### config.mk
export PLATFORM = sky130hd
export DESIGN_NAME = rx_frame_monitor
export DESIGN_NICKNAME = d
export VERILOG_FILES = /design/src/rtl/rx_frame_monitor.sv
export SDC_FILE = /design/constraint.sdc
export NUM_CORES = 1
export LEC_CHECK = 0
export ABC_AREA = 0
export BUFFER_PORTS_ARGS = -buffer_cell sky130_fd_sc_hd__buf_2
export CORE_ASPECT_RATIO = 0.9
export CORE_UTILIZATION = 57
export DETAILED_ROUTE_END_ITERATION = 6
export GPL_TIMING_DRIVEN = 0
export PLACE_DENSITY = 0.88
export SLEW_MARGIN = 20
export SYNTH_ARGS = -nofsm -noshare
export SYNTH_HDL_FRONTEND = slang
export SYNTH_SLANG_ARGS = --single-unit
### constraint.sdc
create_clock -name clk -period 7.8 [get_ports clk]
set_input_delay 0.39 -clock clk [delete_from_list [all_inputs] [get_ports clk]]
set_output_delay 0.39 -clock clk [all_outputs]
set_load 0.01 [all_outputs]
### src/rtl/rx_frame_monitor.sv
`default_nettype none
// ============================================================================
// Module  : rx_frame_monitor
// Purpose : Delimits voted receive frames, checks sequence-ID continuity and
//           keeps saturating frame / loss statistics.
// Rev     : 1.0
// ============================================================================
module rx_frame_monitor #(
  parameter int ID_OFFSET = 34,
  parameter int CNT_WIDTH = 32,
  parameter int LEN_WIDTH = 16
) (
  input  logic                 clk,
  input  logic                 rst,
  input  logic                 en_in,
  input  logic [7:0]           data_in,
  input  logic                 loss_in,
  input  logic                 clear,
  output logic                 frame_done,
  output logic [LEN_WIDTH-1:0] frame_len,
  output logic [7:0]           frame_id,
  output logic                 id_valid,
  output logic                 seq_err,
  output logic [CNT_WIDTH-1:0] frames_ok,
  output logic [CNT_WIDTH-1:0] frames_short,
  output logic [CNT_WIDTH-1:0] frames_missing,
  output logic [CNT_WIDTH-1:0] frames_dup,
  output logic [CNT_WIDTH-1:0] loss_count
);

  typedef enum logic [1:0] {
    ST_IDLE  = 2'd0,
    ST_RECV  = 2'd1,
    ST_CHECK = 2'd2
  } state_t;

  localparam logic [LEN_WIDTH-1:0] ID_IDX  = LEN_WIDTH'(ID_OFFSET);
  localparam logic [LEN_WIDTH-1:0] LEN_ONE = LEN_WIDTH'(1);
  localparam logic [CNT_WIDTH-1:0] CNT_ONE = CNT_WIDTH'(1);

  function automatic logic [CNT_WIDTH-1:0] sat_inc(input logic [CNT_WIDTH-1:0] v);
    return (&v) ? v : v + CNT_ONE;
  endfunction

  function automatic logic [CNT_WIDTH-1:0] sat_add(input logic [CNT_WIDTH-1:0] v,
                                                   input logic [7:0]           inc);
    logic [CNT_WIDTH:0] sum;
    sum = {1'b0, v} + {{(CNT_WIDTH-7){1'b0}}, inc};
    return sum[CNT_WIDTH] ? {CNT_WIDTH{1'b1}} : sum[CNT_WIDTH-1:0];
  endfunction

  state_t                 state_q, state_d;
  logic [LEN_WIDTH-1:0]   byte_cnt_q, byte_cnt_d;
  logic [7:0]             id_q, id_d;
  logic [7:0]             expected_q, expected_d;
  logic                   first_seen_q, first_seen_d;
  logic                   loss_q, loss_d;
  logic                   frame_done_q, frame_done_d;
  logic [LEN_WIDTH-1:0]   frame_len_q, frame_len_d;
  logic [7:0]             frame_id_q, frame_id_d;
  logic                   id_valid_q, id_valid_d;
  logic                   seq_err_q, seq_err_d;
  logic [CNT_WIDTH-1:0]   frames_ok_q, frames_ok_d;
  logic [CNT_WIDTH-1:0]   frames_short_q, frames_short_d;
  logic [CNT_WIDTH-1:0]   frames_missing_q, frames_missing_d;
  logic [CNT_WIDTH-1:0]   frames_dup_q, frames_dup_d;
  logic [CNT_WIDTH-1:0]   loss_count_q, loss_count_d;
  logic [7:0]             gap;

  always_ff @(posedge clk) begin
    if (!rst) begin
      state_q          <= ST_IDLE;
      byte_cnt_q       <= '0;
      id_q             <= '0;
      expected_q       <= '0;
      first_seen_q     <= 1'b0;
      loss_q           <= 1'b0;
      frame_done_q     <= 1'b0;
      frame_len_q      <= '0;
      frame_id_q       <= '0;
      id_valid_q       <= 1'b0;
      seq_err_q        <= 1'b0;
      frames_ok_q      <= '0;
      frames_short_q   <= '0;
      frames_missing_q <= '0;
      frames_dup_q     <= '0;
      loss_count_q     <= '0;
    end else begin
      state_q          <= state_d;
      byte_cnt_q       <= byte_cnt_d;
      id_q             <= id_d;
      expected_q       <= expected_d;
      first_seen_q     <= first_seen_d;
      loss_q           <= loss_d;
      frame_done_q     <= frame_done_d;
      frame_len_q      <= frame_len_d;
      frame_id_q       <= frame_id_d;
      id_valid_q       <= id_valid_d;
      seq_err_q        <= seq_err_d;
      frames_ok_q      <= frames_ok_d;
      frames_short_q   <= frames_short_d;
      frames_missing_q <= frames_missing_d;
      frames_dup_q     <= frames_dup_d;
      loss_count_q     <= loss_count_d;
    end
  end

  always_comb begin
    state_d          = state_q;
    byte_cnt_d       = byte_cnt_q;
    id_d             = id_q;
    expected_d       = expected_q;
    first_seen_d     = first_seen_q;
    loss_d           = loss_in;
    frame_done_d     = 1'b0;
    frame_len_d      = frame_len_q;
    frame_id_d       = frame_id_q;
    id_valid_d       = id_valid_q;
    seq_err_d        = 1'b0;
    frames_ok_d      = frames_ok_q;
    frames_short_d   = frames_short_q;
    frames_missing_d = frames_missing_q;
    frames_dup_d     = frames_dup_q;
    loss_count_d     = loss_count_q;
    gap              = id_q - expected_q;

    case (state_q)
      ST_IDLE: begin
        if (en_in) begin
          state_d    = ST_RECV;
          byte_cnt_d = LEN_ONE;
          if (ID_IDX == '0) id_d = data_in;
        end
      end

      ST_RECV: begin
        if (en_in) begin
          byte_cnt_d = (&byte_cnt_q) ? byte_cnt_q : byte_cnt_q + LEN_ONE;
          // byte_cnt_q is the 0-based index of the byte arriving now
          if (byte_cnt_q == ID_IDX) id_d = data_in;
        end else begin
          state_d = ST_CHECK;
        end
      end

      ST_CHECK: begin
        frame_done_d = 1'b1;
        frame_len_d  = byte_cnt_q;
        if (byte_cnt_q <= ID_IDX) begin
          id_valid_d     = 1'b0;
          frame_id_d     = '0;
          frames_short_d = sat_inc(frames_short_q);
        end else begin
          id_valid_d = 1'b1;
          frame_id_d = id_q;
          if (!first_seen_q) begin
            first_seen_d = 1'b1;
            frames_ok_d  = sat_inc(frames_ok_q);
            expected_d   = id_q + 8'd1;
          end else if (gap == 8'd0) begin
            frames_ok_d = sat_inc(frames_ok_q);
            expected_d  = id_q + 8'd1;
          end else if (!gap[7]) begin
            seq_err_d        = 1'b1;
            frames_missing_d = sat_add(frames_missing_q, gap);
            expected_d       = id_q + 8'd1;
          end else begin
            // Backward step: a duplicate or late frame, keep waiting for the expected ID
            seq_err_d    = 1'b1;
            frames_dup_d = sat_inc(frames_dup_q);
          end
        end

        if (en_in) begin
          state_d    = ST_RECV;
          byte_cnt_d = LEN_ONE;
          if (ID_IDX == '0) id_d = data_in;
        end else begin
          state_d = ST_IDLE;
        end
      end

      default: begin
        state_d = ST_IDLE;
      end
    endcase

    if (loss_in && !loss_q) loss_count_d = sat_inc(loss_count_q);

    // Clear has priority over any increment landing on the same edge
    if (clear) begin
      frames_ok_d      = '0;
      frames_short_d   = '0;
      frames_missing_d = '0;
      frames_dup_d     = '0;
      loss_count_d     = '0;
      first_seen_d     = 1'b0;
    end
  end

  assign frame_done     = frame_done_q;
  assign frame_len      = frame_len_q;
  assign frame_id       = frame_id_q;
  assign id_valid       = id_valid_q;
  assign seq_err        = seq_err_q;
  assign frames_ok      = frames_ok_q;
  assign frames_short   = frames_short_q;
  assign frames_missing = frames_missing_q;
  assign frames_dup     = frames_dup_q;
  assign loss_count     = loss_count_q;

endmodule
`default_nettype wire

Word-level counts from Yosys, hierarchy flattened:

Cells that the tools add are included.

* add/subtract/negate cells: 8
* equality and inequality tests: 10
* reductions and logical operators: 23
* bitwise gates (word level): 9
* $lt $le $gt $ge: 1
* muxes and demuxes: 19

Operator list (number)
* adder 32 x 1 -> 32 bit (second input constant): 4
* two-way mux 32 bit: 4
* AND reduction 32 bit: 4
* two-way mux 16 bit: 3
* adder 32 x 8 -> 33 bit: 1
* two-way mux 8 bit: 4
* case mux 16 bit (2 select lines): 1
* adder 16 x 1 -> 16 bit (second input constant): 1
* equality test 16 x 6 -> 1 bit (second input constant): 1
* <= comparator 16 x 6 -> 1 bit (second input constant): 1
* AND reduction 16 bit: 1
* AND reduction 3 bit: 4
* NOT 1 bit: 9
* adder 8 x 1 -> 8 bit (second input constant): 1
* logical NOT 8 bit: 1
* inequality test 2 bit (second input constant): 4
* subtractor 8 bit: 1
* case mux 2 bit (3 select lines): 1
* AND reduction 2 bit: 3
* AND reduction 6 bit: 1
* AND reduction 5 bit: 1
* two-way mux 1 bit: 4
* two-way mux 2 bit: 2
* inequality test 2 x 1 -> 1 bit (second input constant): 2
* other kinds (10): 11

* output and inout bits: 187
* register bits after elaboration: 223
* logic and storage cells: 86
* input bits: 13

Logic depth before layout (Yosys ltp):

* word-level depth: 4
* mapped depth: 18
* depth with buffers taken out: 15

Worst setup path before layout:

OpenSTA, ideal clock, no wires.

* kind: register to register
* start point: reg id_q[0]
* end point: reg frames_missing_q[9] (netlist: frames_missing[9])
* data required time: 7.742 ns
* cell stages (with the launch flop): 18
* setup time: 0.058 ns
* data arrival time: 3.963 ns
* buffers on the path: 2
* slack: 3.779 ns
* path through: dfxtp_1 inv_1 ha_1 inv_1 fa_1 a211o_1 and3_1 o311ai_2 ha_1 a21o_2 o22a_1 nand4_1 or4b_2 and4_4 buf_6 buf_6 a41oi_2 o21a_1

* word-level cells in the longest chain between the ends: 4

Ends and longest elaborated chain
* start: declaration: RTL line 54 `logic [7:0] id_q, id_d;`
* start signal: assignment: RTL line 91 `id_q <= id_d;`
* subtractor 8 bit (*): RTL line 125 `gap = id_q - expected_q;`
* parallel branches: the longest is 3 deep, another holds adder 32 x 8 -> 33 bit
* end signal: assignment: RTL line 102 `frames_missing_q <= frames_missing_d;`
* end: declaration: RTL line 65 `logic [CNT_WIDTH-1:0] frames_missing_q, frames_missing_d;`

Mark *: on every way between the ends.
A chain may end at the register's enable or synchronous reset.

Final worst setup path:

* start point: reg id_q[4]
* end point: reg frames_missing_q[8] (netlist: frames_missing[8])

The elaborated chain is that of the path after synthesis.

==> reports/metrics.csv <==
stage;metric;value;unit
cts;worst-skew pair later-pin latency;0.52;ns
cts;TritonCTS buffer count;23;
critical_path;crit-path cells;ha_1 -> or3_1 -> a21oi_1 -> a21oi_1 -> xnor2_1 -> inv_1 -> buf_2 -> ha_1 -> a211oi_1 -> o211ai_1 -> nand4_1 -> or4b_2 -> and4_4 -> buf_6 -> buf_6 -> a311oi_1;
critical_path;crit end category;register;
cts;Sink Count;223;
global_routing;initial antenna violation count;4;
synthesis;Syn Nets;1335;
sta;RSZ-0062 raised after global routing;false;
die;I/O pin cnt;200;
run_status;status;finished clean;
die;Die X;148;um
die;Die ar.;19700;um2
critical_path;WP data arrival;5.11;ns
sta;Final period util;0.603;
die;Initial Utilization;0.587;
cts;Longest Clk Path Bufs;3;
critical_path;Required @ worst endpoint;8.21;ns
critical_path;worst reg-to-reg path cell count;16;
sta;worst slew pin tran;0.784;ns
global_routing;GR Util All Layers;0.285;
critical_path;R2R Setup Slk;3.09;ns
hold_path;Hold Crit Class;primary input to register;
placed_design;gpl congestion;0.916;
finish;post-layout util;0.698;
critical_path;Critical Path Fanout Max;10;
sta;relative slew slack;0.474;
cts;CTS tree;built;
route;Post-Route M1 WL;12.7;mm
critical_path;Crit-path slowest cell;or4b_2;
synthesis;top_reg_cell synth;dfxtp_1;
finish;fill count;1490;
placed_design;Placed Cells;1742;
placed_design;PortBufs;199;
power;total power;2.29;mW
sta;Setup TNS;0;ns
global_routing;vias in the first global route;9498;
die;Core Area;18600;um2
critical_path;Crit Path Category;register to register;
synthesis;Yosys cell types;76;
sta;final hold vios;0;
synthesis;Post-synth EDFFs;0;
critical_path;nature of the critical path startpoint;register;
finish;Nets;1559;
power;PD cells;176;nW/um2
global_routing;first-pass GRT wire length;46.7;mm
sta;Final Setup Violations;0;
sta;hold_ws;0.104;ns
route;first-pass detailed-route iteration total;5;
critical_path;Max stage delay on crit path;0.79;ns
synthesis;Gate Count Post-Synth;1298;
route;routed wire length;29.2;mm
route;Met3 Wirelength;2.30;mm
sta;Max Fclk;0.212;GHz
synthesis;Ys Warns;0;
die;row cnt;47;
power;Peak VDD IR;0.141;mV
route;DR WL/cell;16.4;um
power;LEAKAGE;4.85;nW
route;WL met2;13.7;mm
cts;clock slew at reported path FFs;0.06;ns
sta;final count of pins violating max slew;0;
global_routing;GRT Residual Overflow;0;
synthesis;Seq/Total Area, Yosys;0.409;
cts;Root Driver;clkbuf_16;
route;Residual DRC;0;
synthesis;Mapped Avg Cell Area;8.41;um2
die;Die H;133;um
critical_path;worst setup path end;frames_missing[8]$_SDFFE_PP0P_;
route;Highest Signal Layer;met5;
sta;fin crit period;4.71;ns
cts;CTS Hold Bufs;0;
cts;post-cts sizing count;0;
sta;Worst Clk Skew;0.0182;ns
finish;share of cells above drive strength 1;0.188;
placed_design;DP HPWL;21.1;mm
route;DR vias/cell;5.95;
route;Routed Antenna Nets;0;
critical_path;crit path launch;id_q[4]$_SDFFE_PN0P_;
route;1st-iter DRT viols;630;
cts;Post-CTS Setup Repair Bufs;0;
finish;Layout Area Growth over Synthesis;19.0;%
job;Max-Cap Viols;0;
synthesis;flops & latches, synth;223;
synthesis;fraction of registers with async set/reset;0;
critical_path;Reg-to-Reg Start;id_q[4]$_SDFFE_PN0P_;
finish;Layout Cells excl Fill;1785;
cts;H-tree depth;1;
global_routing;largest net degree at the start of global routing;15;
route;via count;10617;
critical_path;R2R Path End;frames_missing[8]$_SDFFE_PP0P_;
synthesis;Mapped Area;10900;um2
## sequential cells by signal, indices dropped and copies added, names as in the netlist
name / flops
frame_id: 8
expected_q: 8
frames_short: 32
seq_err: 1
loss_q: 1
frames_missing: 32
id_q: 8
state_q: 2
first_seen_q: 1
id_valid: 1
frame_done: 1
frame_len: 16
loss_count: 32
frames_ok: 32
frames_dup: 32
byte_cnt_q: 16
## report_power, final
group	leakage (nW)	switching, mW	total (mW)	internal [mW]
logic	2.68	0.0353	0.0458	0.0105
clock network	0.373	0.454	1.10	0.642
registers	1.80	0.00249	1.14	1.14
## through the flow
stage / setup WS [ns] / cell area [um2]
after floorplan: 3.78 / 10900
after global placement: 3.23 / 12200
after detailed placement: 3.17 / 12200
after CTS: 3.13 / 13000
after global routing: 2.78 / 13000
final: 3.09 / 13000
## critical path: cells and delay by family (launching register included)
kind	cells	cell delay (ns)
fa+ha+maj	2	0.70
simple gates	4	1.70
flops	1	0.47
compound gates	5	0.81
xor+xnor	1	0.31
buf+inv	4	0.59
## cells in the final DEF, fill, tap and decap left out, types with 20 or more instances in the layout
cell type	count
dfxtp_1	223
buf_2	212
nor2_1	148
a21oi_1	100
nand2_1	98
nand3_1	69
xnor2_1	59
o21ai_0	50
nand4_1	48
clkbuf_1	46
xor2_1	42
inv_1	41
or3_1	40
nor3_1	39
nor4_1	24
and3_1	23
clkbuf_16	23
or4_1	22
ha_1	22
o31ai_1	20
## logic make-up (layout without fill, tap and decap cells)
kind of cell | Yosys count | count (layout) | synth area share
AOI/OAI and AO/OA | 261 | 261 | 0.156
and+or+nand+nor | 570 | 570 | 0.272
other | 0 | 2 | 0
muxes | 14 | 14 | 0.0128
buffers and inverters | 105 | 345 | 0.0397
DFF | 223 | 223 | 0.409
adders and majority gates | 24 | 24 | 0.0289
xor gates and xnor gates | 101 | 101 | 0.0811
## cell usage after synthesis, drive strengths merged, types with 5 or more instances
cell type    n  area [um2]
nand2b       8        50.1
or3         40         250
xnor2       59         517
a22oi        8        60.1
nand2       98         368
o21ai       55         279
o31ai       20         150
nor3        41         215
nand3       69         345
o21a        11        82.6
and3        23         144
buf         19         110
nor2       148         556
ha          22         275
and4        15         134
a311oi       7        80.1
mux2i       14         140
and2         7        43.8
dfxtp      223        4460
a21oi      101         509
a211oi      16         133
or2          6        37.5
a21o         5        38.8
or4         23         176
clkbuf      42         158
nor4        26         184
inv         44         165
xor2        42         368
nor2b        5        31.3
nand4       50         325
## worst min path at each step
stage | start | to | slack [ns] | cells after the start
after CTS | en_in | state_q[1]$_SDFFE_PN0P_ | 0.09 | 2
final | en_in | state_q[1]$_SDFFE_PN0P_ | 0.10 | 2
after global placement | frame_len[0]$_SDFFE_PN0P_ | frame_len[0]$_SDFFE_PN0P_ | 0.44 | 2
after floorplan | state_q[1]$_SDFFE_PN0P_ | state_q[0]$_SDFFE_PN0P_ | 0.44 | 1
after detailed placement | frame_len[2]$_SDFFE_PN0P_ | frame_len[2]$_SDFFE_PN0P_ | 0.45 | 2
after global routing | en_in | state_q[1]$_SDFFE_PN0P_ | 0.10 | 2
## final cells by class
type	count	area [um2]	share of cell area
diodes	2	5.00	0.000386
plain buffers	61	268	0.0206
clock buffers	34	687	0.0529
clock inverters	7	66.3	0.00511
inverters	44	165	0.0127
multi-input cells	970	6020	0.464
flip-flops and latches	223	4460	0.344
well taps	245	307	0.0236
repair buffers	199	996	0.0767
## layer usage
| metal | vias up | GRT usage |
|---|---|---|
| li1 | 5159 | - |
| met3 | 45 | 0.0599 |
| met4 | 2 | 0.0767 |
| met1 | 5006 | 0.381 |
| met5 | - | 0 |
| met2 | 405 | 0.466 |
Power figures use the tool's default switching activity.
